## config.mk

```make
export PLATFORM = sky130hd
export DESIGN_NAME = alu_exec_stage
export DESIGN_NICKNAME = d
export VERILOG_FILES = /design/src/rtl/alu_exec_stage.sv
export SDC_FILE = /design/constraint.sdc
export NUM_CORES = 1
export LEC_CHECK = 0
export ABC_AREA = 1
export BUFFER_PORTS_ARGS = -buffer_cell sky130_fd_sc_hd__buf_2
export CORE_MARGIN = 10
export CORE_UTILIZATION = 30
export DETAILED_ROUTE_END_ITERATION = 16
export PLACE_DENSITY = 0.43
export REMOVE_ABC_BUFFERS = 1
export SETUP_SLACK_MARGIN = 0.5
export SLEW_MARGIN = 20
export SYNTH_ARGS = -nofsm -noshare
export SYNTH_HDL_FRONTEND = slang
export SYNTH_SLANG_ARGS = --single-unit
```

## constraint.sdc

```tcl
create_clock -name clk -period 4.1 [get_ports clk]
set_input_delay 0.615 -clock clk [delete_from_list [all_inputs] [get_ports clk]]
set_output_delay 0.615 -clock clk [all_outputs]
set_load 0.005 [all_outputs]
```

## src/rtl/alu_exec_stage.sv

```systemverilog
// Execute-stage ALU: one-cycle arithmetic/logic ops plus an iterative one-bit-per-cycle
// shifter, both feeding a single valid/ready output register with result and flags.
module alu_exec_stage #(
    parameter int XLEN = 32
) (
    input  logic            clk,
    input  logic            rst,
    input  logic            flush,
    input  logic            in_valid,
    output logic            in_ready,
    input  logic [3:0]      alu_sel,
    input  logic [XLEN-1:0] op_a,
    input  logic [XLEN-1:0] op_b,
    output logic            out_valid,
    input  logic            out_ready,
    output logic [XLEN-1:0] result,
    output logic            zf,
    output logic            cf,
    output logic            vf,
    output logic            sf,
    output logic            busy
);

    // state | meaning
    // IDLE  | ready for a new op; one-cycle ops complete from here
    // SHIFT | shifting one bit per cycle, counter counts shamt down to 0
    // HOLD  | shift finished, waiting for the output slot to free up

    localparam logic [3:0] ALU_ADD  = 4'd0;
    localparam logic [3:0] ALU_SUB  = 4'd1;
    localparam logic [3:0] ALU_SLL  = 4'd2;
    localparam logic [3:0] ALU_SLT  = 4'd3;
    localparam logic [3:0] ALU_SLTU = 4'd4;
    localparam logic [3:0] ALU_XOR  = 4'd5;
    localparam logic [3:0] ALU_SRL  = 4'd6;
    localparam logic [3:0] ALU_SRA  = 4'd7;
    localparam logic [3:0] ALU_OR   = 4'd8;
    localparam logic [3:0] ALU_AND  = 4'd9;
    localparam logic [3:0] ALU_PASS = 4'd10;

    typedef enum logic [1:0] {
        S_IDLE  = 2'd0,
        S_SHIFT = 2'd1,
        S_HOLD  = 2'd2
    } state_t;

    state_t          state;
    logic [XLEN-1:0] sh_reg;
    logic [4:0]      cnt;
    logic            sh_left;
    logic            sh_arith;

    logic            slot_free;
    logic            accept;
    logic            is_sub;
    logic            is_shift;
    logic [4:0]      shamt;
    logic [XLEN-1:0] b_eff;
    logic [XLEN:0]   sum;
    logic [XLEN-1:0] comb_res;
    logic            comb_cf;
    logic            comb_vf;
    logic [XLEN-1:0] shift_next;

    logic            load_en;
    logic            start_shift;
    logic [XLEN-1:0] load_val;
    logic            load_cf;
    logic            load_vf;

    assign slot_free = !out_valid || out_ready;
    assign in_ready  = !rst && !flush && (state == S_IDLE) && slot_free;
    assign accept    = in_valid && in_ready;
    assign busy      = (state != S_IDLE);
    assign shamt     = op_b[4:0];
    assign is_sub    = (alu_sel == ALU_SUB);
    assign is_shift  = (alu_sel == ALU_SLL) || (alu_sel == ALU_SRL) || (alu_sel == ALU_SRA);

    // SUB reuses the adder as a + ~b + 1, so carry-out high means no borrow
    always_comb begin
        b_eff    = is_sub ? ~op_b : op_b;
        sum      = {1'b0, op_a} + {1'b0, b_eff} + {{XLEN{1'b0}}, is_sub};
        comb_res = '0;
        comb_cf  = 1'b0;
        comb_vf  = 1'b0;
        case (alu_sel)
            ALU_ADD, ALU_SUB: begin
                comb_res = sum[XLEN-1:0];
                comb_cf  = sum[XLEN];
                comb_vf  = (op_a[XLEN-1] == b_eff[XLEN-1]) && (sum[XLEN-1] != op_a[XLEN-1]);
            end
            ALU_SLT:  comb_res = {{(XLEN-1){1'b0}}, ($signed(op_a) < $signed(op_b))};
            ALU_SLTU: comb_res = {{(XLEN-1){1'b0}}, (op_a < op_b)};
            ALU_XOR:  comb_res = op_a ^ op_b;
            ALU_OR:   comb_res = op_a | op_b;
            ALU_AND:  comb_res = op_a & op_b;
            ALU_PASS: comb_res = op_b;
            ALU_SLL, ALU_SRL, ALU_SRA: comb_res = op_a;
            default:  comb_res = '0;
        endcase
    end

    always_comb begin
        if (sh_left) begin
            shift_next = {sh_reg[XLEN-2:0], 1'b0};
        end else begin
            shift_next = {sh_arith & sh_reg[XLEN-1], sh_reg[XLEN-1:1]};
        end
    end

    // Selects what, if anything, lands in the output register this edge
    always_comb begin
        load_en     = 1'b0;
        start_shift = 1'b0;
        load_val    = comb_res;
        load_cf     = comb_cf;
        load_vf     = comb_vf;
        case (state)
            S_IDLE: begin
                if (accept) begin
                    if (is_shift && (shamt != 5'd0)) begin
                        start_shift = 1'b1;
                    end else begin
                        load_en = 1'b1;
                    end
                end
            end
            S_SHIFT: begin
                if ((cnt == 5'd1) && slot_free) begin
                    load_en  = 1'b1;
                    load_val = shift_next;
                    load_cf  = 1'b0;
                    load_vf  = 1'b0;
                end
            end
            S_HOLD: begin
                if (slot_free) begin
                    load_en  = 1'b1;
                    load_val = sh_reg;
                    load_cf  = 1'b0;
                    load_vf  = 1'b0;
                end
            end
            default: begin
                load_en = 1'b0;
            end
        endcase
    end

    always_ff @(posedge clk) begin
        if (rst) begin
            state    <= S_IDLE;
            sh_reg   <= '0;
            cnt      <= 5'd0;
            sh_left  <= 1'b0;
            sh_arith <= 1'b0;
        end else if (flush) begin
            state <= S_IDLE;
            cnt   <= 5'd0;
        end else begin
            case (state)
                S_IDLE: begin
                    if (start_shift) begin
                        sh_reg   <= op_a;
                        cnt      <= shamt;
                        sh_left  <= (alu_sel == ALU_SLL);
                        sh_arith <= (alu_sel == ALU_SRA);
                        state    <= S_SHIFT;
                    end
                end
                S_SHIFT: begin
                    sh_reg <= shift_next;
                    cnt    <= cnt - 5'd1;
                    if (cnt == 5'd1) begin
                        state <= slot_free ? S_IDLE : S_HOLD;
                    end
                end
                S_HOLD: begin
                    if (slot_free) begin
                        state <= S_IDLE;
                    end
                end
                default: begin
                    state <= S_IDLE;
                end
            endcase
        end
    end

    always_ff @(posedge clk) begin
        if (rst) begin
            out_valid <= 1'b0;
            result    <= '0;
            zf        <= 1'b0;
            cf        <= 1'b0;
            vf        <= 1'b0;
            sf        <= 1'b0;
        end else if (flush) begin
            out_valid <= 1'b0;
        end else if (load_en) begin
            out_valid <= 1'b1;
            result    <= load_val;
            zf        <= (load_val == '0);
            sf        <= load_val[XLEN-1];
            cf        <= load_cf;
            vf        <= load_vf;
        end else if (out_ready) begin
            out_valid <= 1'b0;
        end
    end

endmodule

```

==> run_results.csv, run 1 <==
group,metric,value,unit
worst_setup_path,setup.worst_path.end_class,"flop",
clocking,cts_max_level,3,
yosys,post_synth.cell_area_avg,6.16,um2
timing,setup_slack,0.699,ns
timing,setup_viol,0,
yosys,synthDistinctLibCells,51,
place,place.detailed.hpwl,34.7,mm
timing,finalSetupTns,0,ns
worst_setup_path,setup.worst_path.start_class,"primary input",
global_route,grt.total_usage,20.5,%
timing,clock.fmax,0.294,GHz
yosys,synth_instances,1640,
yosys,ys_seq_area_share,15.3,%
global_route,antenna_found_initial,0,
yosys,synth-edff-count,0,
detailed_routing,detail_route.iter0.violations,830,
detailed_routing,route.vias.total,11500,
floorplan,floorplan.core_area,33400,um2
cells_and_area,layout.area.seq,1540,um2
clocking,cts.reportedPaths.clkPinSlew,0.06,ns
hold_path,worstHoldPathCells,2,
yosys,ys_dominant_reg_cell,"sky130_fd_sc_hd__dfxtp_1",
cells_and_area,final_cell_mix,"sky130_fd_sc_hd__nand2_1 (304), sky130_fd_sc_hd__inv_1 (229), sky130_fd_sc_hd__o21ai_0 (136)",
global_route,grt_start_max_net_pins,65,
job,max_cap_viol_count,0,
floorplan,core.rowCount,67,
worst_setup_path,cp_num_cells,22,
worst_setup_path,crit_arrival,3.69,ns
worst_setup_path,cp_slowest_stage_delay,0.35,ns
detailed_routing,totalWireLength,44.8,mm
clocking,cts_tree,"built",
global_route,grt_remaining_overflow,0,
place,gpl.final_weighted_congestion,0.939,
clocking,clock_path_buffers,2,
timing,slew-limit-headroom,39.2,%
timing,post_route_clock_skew,0.00908,ns
cells_and_area,multi_input_comb_area,7870,um2
global_route,grt_pass1_vias,10900,
cells_and_area,layout-drive-gt1-share,20.0,%
worst_setup_path,worst_ep_required_time,4.39,ns
yosys,async_reset_ff_share,0,%
pwr,total_power,2.91,mW
timing,grt_setup_unrepaired,"no",
worst_setup_path,worst_r2r_path_depth,12,
worst_setup_path,cp_class,"in -> reg",
pwr,leakage_power_summed_over_all_cells,5.89,nW
run_status,run_status,"finished, final reports clean",
clocking,cts.root.buffer_cell,"sky130_fd_sc_hd__clkbuf_16",
worst_setup_path,critPathBufInv,4,
timing,fin_crit,3.40,ns
detailed_routing,vias_per_cell,5.20,
yosys,yosys_register_bits,77,
global_route,grt_first_pass_wirelength,66.2,mm
yosys,netlist_area,10100,um2
worst_setup_path,crit_family,"simple AND/OR/NAND/NOR gates",
hold_path,hp-class,"reg -> reg",
timing,hold_viol_final,0,
cells_and_area,antenna_cells,0,
floorplan,initial_utilization,30.3,%
cells_and_area,layout-area-overhead-vs-synth,22.7,%
cells_and_area,layout_commonest_cell,"sky130_fd_sc_hd__nand2_1",
floorplan,fp.dieArea,41400,um2
place,dpl_worst_slack,0.0656,ns
worst_setup_path,critical_path.slowest_cell,"sky130_fd_sc_hd__ha_1",
detailed_routing,route.detailed.drc,0,
worst_setup_path,worst_path_most_repeated_cell,"sky130_fd_sc_hd__nand2_1",
clocking,clock_latency,0.35,ns
cells_and_area,finalNetCount,1978,
floorplan,die_h,204,um
clocking,clkSinkCount,77,
place,portBuffers,111,
timing,layout_worst_path_cycle_share,82.9,%
detailed_routing,routedWlPerCell,20.2,um
cells_and_area,fillCellCount,3752,
floorplan,design.portCount,112,
pwr,worst_ir_drop_vdd,196,uV
cells_and_area,final_util,37.2,%
timing,timing.final.max_slew_violations,0,
clocking,cts-buffers-inserted,9,
floorplan,die_width,204,um
yosys,synth_warn,0,
pwr,power.density,235,nW/um2
detailed_routing,drt_antenna_net_count,0,
timing,max_slew.worst_pin.slew,0.912,ns
worst_setup_path,sequence_of_cells_on_the_critical_path,"buf_8, inv_6, nor2_4, nand2_4, clkbuf_16, xor2_2, ha_1, a21oi_2, o21bai_1, inv_1, nand2_1, a21oi_2, nand3_1, nand3_1, nand2_1, nand2_1, nand3_2, nor2_1, nand3_2, nor2_2, nand4_1, a21oi_1",
detailed_routing,first_pass_iters,5,
worst_setup_path,critPathMaxFanout,7,
-- metal layers --
layer / wire, um / up-vias / GRT usage [%] / share of wire (%)
met5: 0 / - / 0 / 0
met3: 2410 / 69 / 2.97 / 5.4
met4: 1250 / 0 / 5.20 / 2.8
li1: - / 5676 / - / -
met1: 20400 / 5391 / 26.9 / 46
met2: 20700 / 384 / 34.6 / 46
-- cells by family (layout without fill, tap and decap cells) --
| kind of cell | Yosys count | count (layout) | synth area share [%] |
|---|---|---|---|
| AO/OA/AOI/OAI | 444 | 444 | 25.1 |
| XOR/XNOR | 33 | 33 | 2.86 |
| adder cells (fa/ha/maj) | 141 | 141 | 17.5 |
| buffers and inverters | 310 | 439 | 12.1 |
| flip-flops | 77 | 77 | 15.3 |
| multiplexers | 3 | 3 | 0.297 |
| AND/OR/NAND/NOR | 632 | 632 | 26.9 |
-- cell usage after synthesis, types with 3 or more instances --
library cell                count  area share [%]
sky130_fd_sc_hd__nor2_4         3            0.33
sky130_fd_sc_hd__nor3b_1        3            0.22
sky130_fd_sc_hd__buf_2         27             1.3
sky130_fd_sc_hd__o21ai_1       11            0.54
sky130_fd_sc_hd__a211oi_1      19             1.4
sky130_fd_sc_hd__a21oi_2        3            0.26
sky130_fd_sc_hd__o21ai_0      142             7.0
sky130_fd_sc_hd__nand3_2        5            0.50
sky130_fd_sc_hd__nand2_2        8            0.50
sky130_fd_sc_hd__o211ai_1      22             1.6
sky130_fd_sc_hd__nand3b_1       6            0.45
sky130_fd_sc_hd__buf_4          6            0.45
sky130_fd_sc_hd__nand2_1      332              12
sky130_fd_sc_hd__clkbuf_1      25            0.93
sky130_fd_sc_hd__buf_1          5            0.19
sky130_fd_sc_hd__xor2_1        32             2.8
sky130_fd_sc_hd__a22oi_1       10            0.74
sky130_fd_sc_hd__nor2_1       146             5.4
sky130_fd_sc_hd__nand2_4        5            0.56
sky130_fd_sc_hd__inv_1        233             8.7
sky130_fd_sc_hd__a21oi_1      157             7.8
sky130_fd_sc_hd__inv_2         12            0.45
sky130_fd_sc_hd__o22ai_1       42             2.6
sky130_fd_sc_hd__dfxtp_1       77              15
sky130_fd_sc_hd__nor4_1         3            0.19
sky130_fd_sc_hd__a31oi_1        5            0.31
sky130_fd_sc_hd__o2111ai_1      5            0.43
sky130_fd_sc_hd__nand3_1       78             3.9
sky130_fd_sc_hd__nand4_1       14            0.87
sky130_fd_sc_hd__o21a_1         7            0.52
sky130_fd_sc_hd__ha_1         140              17
sky130_fd_sc_hd__nor2_2         5            0.31
sky130_fd_sc_hd__o21bai_1      10            0.74
sky130_fd_sc_hd__mux2i_1        3            0.30
sky130_fd_sc_hd__nor3_1        19            0.94
-- final cells by class --
class                      count  share of cell area (%)
clock buffer                  13                    2.18
clock inverter                 3                   0.726
inverter                     247                    7.55
multi-input combinational   1253                    63.5
sequential                    77                    12.4
tap                          448                    4.52
timing repair buffer         176                    9.11
-- timing repair --
| item | in CTS | in global routing |
|---|---|---|
| hold buffers | 0 | 0 |
| setup endpoints to repair | 1 | 5 |
| gates resized for setup | 8 | 138 |
| pin swaps | 1 | 49 |
| buffers inserted | 1 | 24 |
| cloned | 0 | 3 |
-- power by group --
part	internal, mW	switching (mW)
clock network	0.646	0.341
logic	0.405	0.750
registers	0.763	0.00852
total	1.81	1.10
-- through the flow --
| step | instances | hold WS [ns] | area [um2] |
|---|---|---|---|
| floorplan | 1577 | 0.448 | 9810 |
| global placement | 2173 | 0.466 | 11200 |
| detailed placement | 2173 | 0.464 | 11200 |
| CTS | 2190 | 0.478 | 11600 |
| global route | 2217 | 0.499 | 12400 |
| finish | 2217 | 0.476 | 12400 |
-- final timing paths --
path                         startpoint                 endpoint  slack [ns]
hold / removal          vf$_SDFFE_PP0P_          vf$_SDFFE_PP0P_        0.48
setup reg to reg  state[0]$_SDFFE_PP0P_  result[17]$_SDFFE_PP0P_        0.87
hold reg to reg         vf$_SDFFE_PP0P_          vf$_SDFFE_PP0P_        0.48
setup / recovery             alu_sel[0]          zf$_SDFFE_PP0P_        0.70
-- worst reg2reg max path: cells and delay by family, from the launching register on --
family / cells / cell delay [ns]
DFF: 1 / 0.33
AOI/OAI and AO/OA: 3 / 0.79
and+or+nand+nor: 2 / 0.75
buffers and inverters: 6 / 1.16
adders and majority gates: 1 / 0.16
Power figures use the tool's default switching activity.
==> run 2, diff against run 1 <==
--- a/config.mk
+++ b/config.mk
@@ -5,12 +5,12 @@
 export SDC_FILE = /design/constraint.sdc
 export NUM_CORES = 1
 export LEC_CHECK = 0
-export ABC_AREA = 1
+export ABC_AREA = 0
 export BUFFER_PORTS_ARGS = -buffer_cell sky130_fd_sc_hd__buf_2
 export CORE_MARGIN = 10
 export CORE_UTILIZATION = 30
 export DETAILED_ROUTE_END_ITERATION = 16
-export PLACE_DENSITY = 0.43
+export PLACE_DENSITY = 0.44
 export REMOVE_ABC_BUFFERS = 1
 export SETUP_SLACK_MARGIN = 0.5
 export SLEW_MARGIN = 20
==> constraint.sdc (replaced) <==
create_clock -name clk -period 3.5 [get_ports clk]
set_input_delay 0.525 -clock clk [delete_from_list [all_inputs] [get_ports clk]]
set_output_delay 0.525 -clock clk [all_outputs]
set_load 0.005 [all_outputs]
==> run 2 against run 1 <==
The run now ends with negative setup slack left. Setup slack got worse by 1.2 ns. Design area rose by 18%. Largest cell class unchanged. Clock power rose by 8%. Via count rose by 2.7%. Critical endpoint unchanged. Combinational power rose by 54%.
==> run_results.csv, run 2 <==
group,metric,value,unit
run_status,run_status,"complete, but fails checks",
run_status,failed_checks,"negative setup slack",
place,portBuffers,111,
yosys,post_synth.cell_area_avg,7.28,um2
yosys,yosys-top-cells-area,"sky130_fd_sc_hd__ha_1 (18%), sky130_fd_sc_hd__dfxtp_1 (16%), sky130_fd_sc_hd__nand2_1 (5.9%)",
timing,clock.fmax,0.252,GHz
global_route,grt_first_pass_wirelength,70.6,mm
clocking,cts-buffers-inserted,9,
pwr,power.density,257,nW/um2
clocking,cts_tree,"built",
global_route,grt_start_max_net_pins,44,
clocking,clock_path_buffers,2,
yosys,synthDistinctLibCells,84,
floorplan,fp.dieArea,40300,um2
detailed_routing,drt_antenna_net_count,0,
worst_setup_path,cp_slowest_stage_delay,0.61,ns
cells_and_area,fillCellCount,3373,
detailed_routing,route.vias.total,11800,
clocking,cts_max_level,3,
yosys,synth-edff-count,0,
timing,finalSetupTns,-3.22,ns
cells_and_area,multi_input_comb_area,8490,um2
floorplan,die_h,201,um
cells_and_area,final_cell_mix,"sky130_fd_sc_hd__buf_4 (307), sky130_fd_sc_hd__nand2_1 (153), sky130_fd_sc_hd__ha_1 (128)",
pwr,leakage_power_summed_over_all_cells,6.43,nW
timing,max_slew.worst_pin.slew,0.868,ns
clocking,clock_latency,0.39,ns
timing,setup_slack,-0.472,ns
floorplan,floorplan.core_area,32400,um2
yosys,async_reset_ff_share,0,%
pwr,worst_ir_drop_vdd,263,uV
worst_setup_path,sequence_of_cells_on_the_critical_path,"buf_12, or4b_4, buf_12, buf_12, xnor2_2, ha_1, nand4_1, nor3_2, a32o_2, o31ai_2, buf_4, or3_4, a31oi_4, xnor2_1, nor2_1, or2_4, o41ai_2",
timing,grt_setup_unrepaired,"yes",
worst_setup_path,reg2reg_setup_slack,0.18,ns
worst_setup_path,worst_ep_required_time,3.79,ns
yosys,yosys-top-cells-count,"sky130_fd_sc_hd__nand2_1 (155), sky130_fd_sc_hd__ha_1 (140), sky130_fd_sc_hd__nor2_1 (124), sky130_fd_sc_hd__a21oi_1 (112), sky130_fd_sc_hd__inv_1 (84)",
yosys,synth_warn,0,
floorplan,die_width,201,um
timing,setup_viol,18,
timing,timing.final.max_slew_violations,0,
floorplan,initial_utilization,30.3,%
floorplan,core.rowCount,66,
cells_and_area,final_util,45.2,%
worst_setup_path,crit_path_start,"alu_sel[1]",
detailed_routing,route.detailed.drc,0,
detailed_routing,vias_per_cell,5.46,
clocking,clkSinkCount,77,
yosys,yosysMostFrequentCell,"sky130_fd_sc_hd__nand2_1",
timing,hold_viol_final,0,
yosys,netlist_area,9790,um2
clocking,cts.hold.buffers_added,0,
worst_setup_path,crit-reg2reg-launch,"state[0]$_SDFFE_PP0P_",
yosys,synth.top_cell.area_share,17.9,%
cells_and_area,layout-drive-gt1-share,35.7,%
cells_and_area,layout_commonest_cell,"sky130_fd_sc_hd__buf_4",
yosys,synth_instances,1345,
place,place.detailed.hpwl,36.9,mm
detailed_routing,detail_route.iter0.violations,1009,
timing,layout_worst_path_cycle_share,113,%
worst_setup_path,timing.rr.end,"zf$_SDFFE_PP0P_",
worst_setup_path,worstSetupEndpoint,"zf$_SDFFE_PP0P_",
worst_setup_path,crit_arrival,4.26,ns
worst_setup_path,setup.worst_path.end_class,"flop",
detailed_routing,routedWlPerCell,22.0,um
timing,post_route_clock_skew,0.0204,ns
cells_and_area,layout-area-overhead-vs-synth,49.4,%
yosys,ys_dominant_reg_cell,"sky130_fd_sc_hd__dfxtp_1",
yosys,yosys_register_bits,77,
detailed_routing,totalWireLength,47.7,mm
worst_setup_path,critPathMaxFanout,6,
job,max_cap_viol_count,0,
worst_setup_path,worst_path_most_repeated_cell,"sky130_fd_sc_hd__buf_12",
worst_setup_path,setup.worst_path.start_class,"primary input",
timing,holdWs,0.465,ns
timing,fin_crit,3.97,ns
global_route,grt_pass1_vias,11400,
yosys,synth_area_leader_cell,"sky130_fd_sc_hd__ha_1",
cells_and_area,layout.area.seq,1540,um2
global_route,grt_remaining_overflow,0,
cells_and_area,antenna_cells,0,
global_route,antenna_found_initial,0,
worst_setup_path,worst_r2r_path_depth,13,
clocking,cts.reportedPaths.clkPinSlew,0.08,ns
place,gpl.final_weighted_congestion,0.943,
clocking,cts.root.buffer_cell,"sky130_fd_sc_hd__clkbuf_16",
detailed_routing,first_pass_iters,6,
yosys,ys_seq_area_share,15.7,%
place,dpl_worst_slack,-1.64,ns
worst_setup_path,critical_path.slowest_cell,"sky130_fd_sc_hd__or4b_4",
worst_setup_path,cp_class,"in -> reg",
floorplan,design.portCount,112,
hold_path,hp-class,"reg -> reg",
cells_and_area,finalNetCount,1934,
timing,slew-limit-headroom,41.8,%
global_route,grt.total_usage,22.3,%
==> run 2: metrics by stage <==
step	instances	power, mW	cell area (um2)
after CTS	2141	3.57	13700
after global placement	2124	2.42	13100
final	2167	3.76	14600
after global routing	2167	3.94	14600
after floorplan	1255	1.59	9440
after detailed placement	2124	2.42	13100
==> run 2: worst min-delay path by stage <==
stage                          start                endpoint  slack, ns  cells past startpoint
4_1_cts        sh_arith$_SDFFE_PP0P_   sh_arith$_SDFFE_PP0P_       0.46                      2
5_1_grt                      op_a[9]  sh_reg[9]$_SDFFE_PP0P_       0.49                      3
3_5_place_dp   sh_arith$_SDFFE_PP0P_   sh_arith$_SDFFE_PP0P_       0.45                      2
2_1_floorplan  sh_arith$_SDFFE_PP0P_   sh_arith$_SDFFE_PP0P_       0.43                      2
6_report       sh_arith$_SDFFE_PP0P_   sh_arith$_SDFFE_PP0P_       0.47                      2
3_3_place_gp   sh_arith$_SDFFE_PP0P_   sh_arith$_SDFFE_PP0P_       0.45                      2
==> run 2: layer usage <==
metal	GRT usage, %	up-vias	part of all wire [%]
met5	0	-	0
li1	-	5675	-
met4	6.17	0	2.9
met3	3.08	76	5.3
met1	29.9	5690	46
met2	36.4	387	46
==> run 2: cell type report <==
cell class / instances / share of cell area, %
clock inverters: 7 / 0.607
repair buffers: 454 / 23.3
multi-input cells: 1093 / 58.0
well taps: 442 / 3.78
clock buffers: 9 / 1.54
flip-flops and latches: 77 / 10.5
inverters: 85 / 2.18
==> run 2: timing repair <==
item                       4_1_cts  5_1_grt
gates resized for setup         73      113
gates cloned                     0        4
pin swaps                       15       44
setup endpoints to repair       69       67
setup buffers                    1       22
==> run 2: logic make-up (layout without fill, tap and decap cells) <==
| group | count (synthesis) | after routing | share of synthesized area, % |
|---|---|---|---|
| AOI/OAI and AO/OA | 439 | 439 | 30.8 |
| and+or+nand+nor | 431 | 431 | 20.5 |
| buffers and inverters | 175 | 555 | 6.82 |
| adders and majority gates | 141 | 141 | 18.1 |
| DFF | 77 | 77 | 15.7 |
| xor gates and xnor gates | 44 | 44 | 3.94 |
| muxes | 38 | 38 | 4.06 |
==> run 2: worst max-delay path, delay by kind of cell <==
family          cells  cell delay [ns]
fa+ha+maj           1             0.34
simple gates        6             1.74
xor+xnor            2             0.26
compound gates      4             0.72
buf+inv             4             0.62
==> run 2: report_power, final <==
group          switching [mW]  internal [mW]
sequential             0.0106          0.891
combinational           0.926          0.864
clock                   0.499          0.570
==> run 3, diff against run 2 <==
--- a/config.mk
+++ b/config.mk
@@ -7,6 +7,7 @@
 export LEC_CHECK = 0
 export ABC_AREA = 0
 export BUFFER_PORTS_ARGS = -buffer_cell sky130_fd_sc_hd__buf_2
+export CORE_ASPECT_RATIO = 0.75
 export CORE_MARGIN = 10
 export CORE_UTILIZATION = 30
 export DETAILED_ROUTE_END_ITERATION = 16
==> run 3 against run 2 <==
The run still ends with negative setup slack left. Die area is 0.19% higher. First-iteration DRC count shrank 11%. Fmax down 0.66%. Power is 4.5% lower. Largest power group unchanged.
==> run_results.csv, run 3 (synthesis results as in run 2) <==
group,metric,value,unit
timing,hold_viol_final,0,
timing,setup_viol,18,
clocking,clock_latency,0.37,ns
timing,fin_crit,4.00,ns
worst_setup_path,cp_slowest_stage_delay,0.59,ns
detailed_routing,first_pass_iters,6,
timing,timing.final.max_slew_violations,0,
global_route,grt.total_usage,22.5,%
global_route,grt_start_max_net_pins,43,
worst_setup_path,critPathMaxFanout,11,
pwr,power.density,249,nW/um2
pwr,leakage_power_summed_over_all_cells,6.26,nW
clocking,cts.reportedPaths.clkPinSlew,0.08,ns
timing,grt_setup_unrepaired,"yes",
cells_and_area,finish.cell_count_without_fillers,2146,
cells_and_area,multi_input_comb_area,8480,um2
pwr,switching_power,1.40,mW
global_route,grt_pass1_vias,11400,
job,max_cap_viol_count,0,
cells_and_area,layout-area-overhead-vs-synth,47.0,%
pwr,pwr-share-comb,47.8,%
cells_and_area,antenna_cells,0,
cells_and_area,fillCellCount,3285,
pwr,power.share.switching,38.9,%
global_route,grt_remaining_overflow,0,
clocking,clkSinkCount,77,
place,place.detailed.hpwl,36.9,mm
floorplan,design.portCount,112,
cells_and_area,layout_commonest_cell,"sky130_fd_sc_hd__buf_4",
hold_path,hp-class,"reg -> reg",
worst_setup_path,sequence_of_cells_on_the_critical_path,"buf_8, or4b_4, buf_12, xnor2_1, ha_1, buf_6, a21oi_2, o21a_1, buf_4, a211oi_4, or2_4, o31a_1, a311oi_2, xnor2_1, a21oi_2, nand2_1, o41ai_2",
pwr,clock_power_share,27.1,%
worst_setup_path,setup.worst_path.end_class,"flop",
run_status,run_status,"complete, but fails checks",
global_route,grt_first_pass_wirelength,70.4,mm
detailed_routing,drt_antenna_net_count,0,
clocking,cts_tree,"built",
cells_and_area,finalNetCount,1913,
timing,slew-limit-headroom,55.3,%
run_status,failed_checks,"negative setup slack",
worst_setup_path,crit_arrival,4.29,ns
worst_setup_path,critical_path.slowest_cell,"sky130_fd_sc_hd__or4b_4",
worst_setup_path,worst_ep_required_time,3.79,ns
floorplan,die_h,176,um
worst_setup_path,setup.worst_path.start_class,"primary input",
floorplan,initial_utilization,30.3,%
clocking,clock_path_buffers,2,
cells_and_area,final_cell_mix,"sky130_fd_sc_hd__buf_4 (297), sky130_fd_sc_hd__nand2_1 (152), sky130_fd_sc_hd__ha_1 (127)",
detailed_routing,route.detailed.drc,0,
floorplan,die_width,229,um
cells_and_area,layout.area.seq,1540,um2
cells_and_area,layout-drive-gt1-share,35.2,%
clocking,cts.hold.buffers_added,0,
pwr,pwr-share-seq,25.1,%
clocking,cts_max_level,3,
timing,post_route_clock_skew,0.0110,ns
detailed_routing,vias_per_cell,5.40,
place,portBuffers,111,
place,placedCellCount,2111,
timing,clock.fmax,0.250,GHz
detailed_routing,detail_route.iter0.violations,899,
timing,max_slew.worst_pin.slew,0.668,ns
timing,layout_worst_path_cycle_share,114,%
floorplan,fp.dieArea,40300,um2
timing,finalSetupTns,-3.53,ns
place,gpl.final_weighted_congestion,0.962,
timing,setup_slack,-0.499,ns
detailed_routing,route.vias.total,11600,
detailed_routing,routedWlPerCell,21.9,um
worst_setup_path,cp_class,"in -> reg",
detailed_routing,totalWireLength,46.9,mm
floorplan,floorplan.core_area,32300,um2
pwr,p_int,2.19,mW
cells_and_area,final_util,44.6,%
floorplan,core.rowCount,57,
clocking,cts.root.buffer_cell,"sky130_fd_sc_hd__clkbuf_16",
pwr,worst_ir_drop_vdd,244,uV
global_route,antenna_found_initial,0,
clocking,cts-buffers-inserted,9,
-- run 3: changes by cell type in the layout (fill, tap and decap cells not counted), sizes merged --
cell / before / now
buf: 451 / 432
bufinv: 1 / 0
clkbuf: 12 / 10
clkinv: 2 / 4
clkinvlp: 1 / 2
inv: 88 / 86
-- run 3: what timing repair did --
action                                  CTS  global route
resized for setup                       113            64
cloned                                    2             0
pin swaps                                30             9
endpoints found under the setup margin   35            34
setup buffers                            15             2
-- run 3: final cells by class --
type,count,share of cell area (%)
well taps,442,3.84
inverters,85,2.22
repair buffers,433,22.3
flip-flops and latches,77,10.7
clock inverters,7,0.409
clock buffers,9,1.56
multi-input cells,1093,58.9
-- run 3: worst max-delay path, delay by kind of cell --
family | cells | cell delay, ns
AOI/OAI and AO/OA | 7 | 1.55
and+or+nand+nor | 3 | 0.98
buffers and inverters | 4 | 0.61
adders and majority gates | 1 | 0.33
xor gates and xnor gates | 2 | 0.29
-- run 3: final timing paths --
path	from	to	slack (ns)	cells past startpoint
max	alu_sel[1]	zf$_SDFFE_PP0P_	-0.50	17
min	cf$_SDFFE_PP0P_	cf$_SDFFE_PP0P_	0.46	2
max reg2reg	cnt[1]$_SDFFE_PP0P_	zf$_SDFFE_PP0P_	0.06	13
min reg2reg	cf$_SDFFE_PP0P_	cf$_SDFFE_PP0P_	0.46	2
-- run 3: through the flow --
stage               area (um2)  power [mW]  worst slack [ns]  hold WS (ns)
floorplan                 9440        1.59             -1.23         0.426
global placement         13000        2.38             -1.46         0.445
detailed placement       13000        2.38             -1.54         0.452
CTS                      14000        3.51            -0.402         0.463
global route             14400        3.78            -0.605         0.483
finish                   14400        3.59            -0.499         0.462
-- run 3: power by group through the flow --
stage               clock network [mW]  registers (mW)  logic (mW)
floorplan                            0           0.921       0.665
global placement                     0           0.922        1.45
detailed placement                   0           0.922        1.46
CTS                              0.996           0.902        1.61
global route                      1.02           0.904        1.85
finish                           0.972           0.902        1.72
-- run 3: layer usage --
layer,global-route usage [%],wire length (um)
met3,4.47,3210
met2,35.5,20800
met5,0,0
met1,30.8,22200
met4,5.35,750
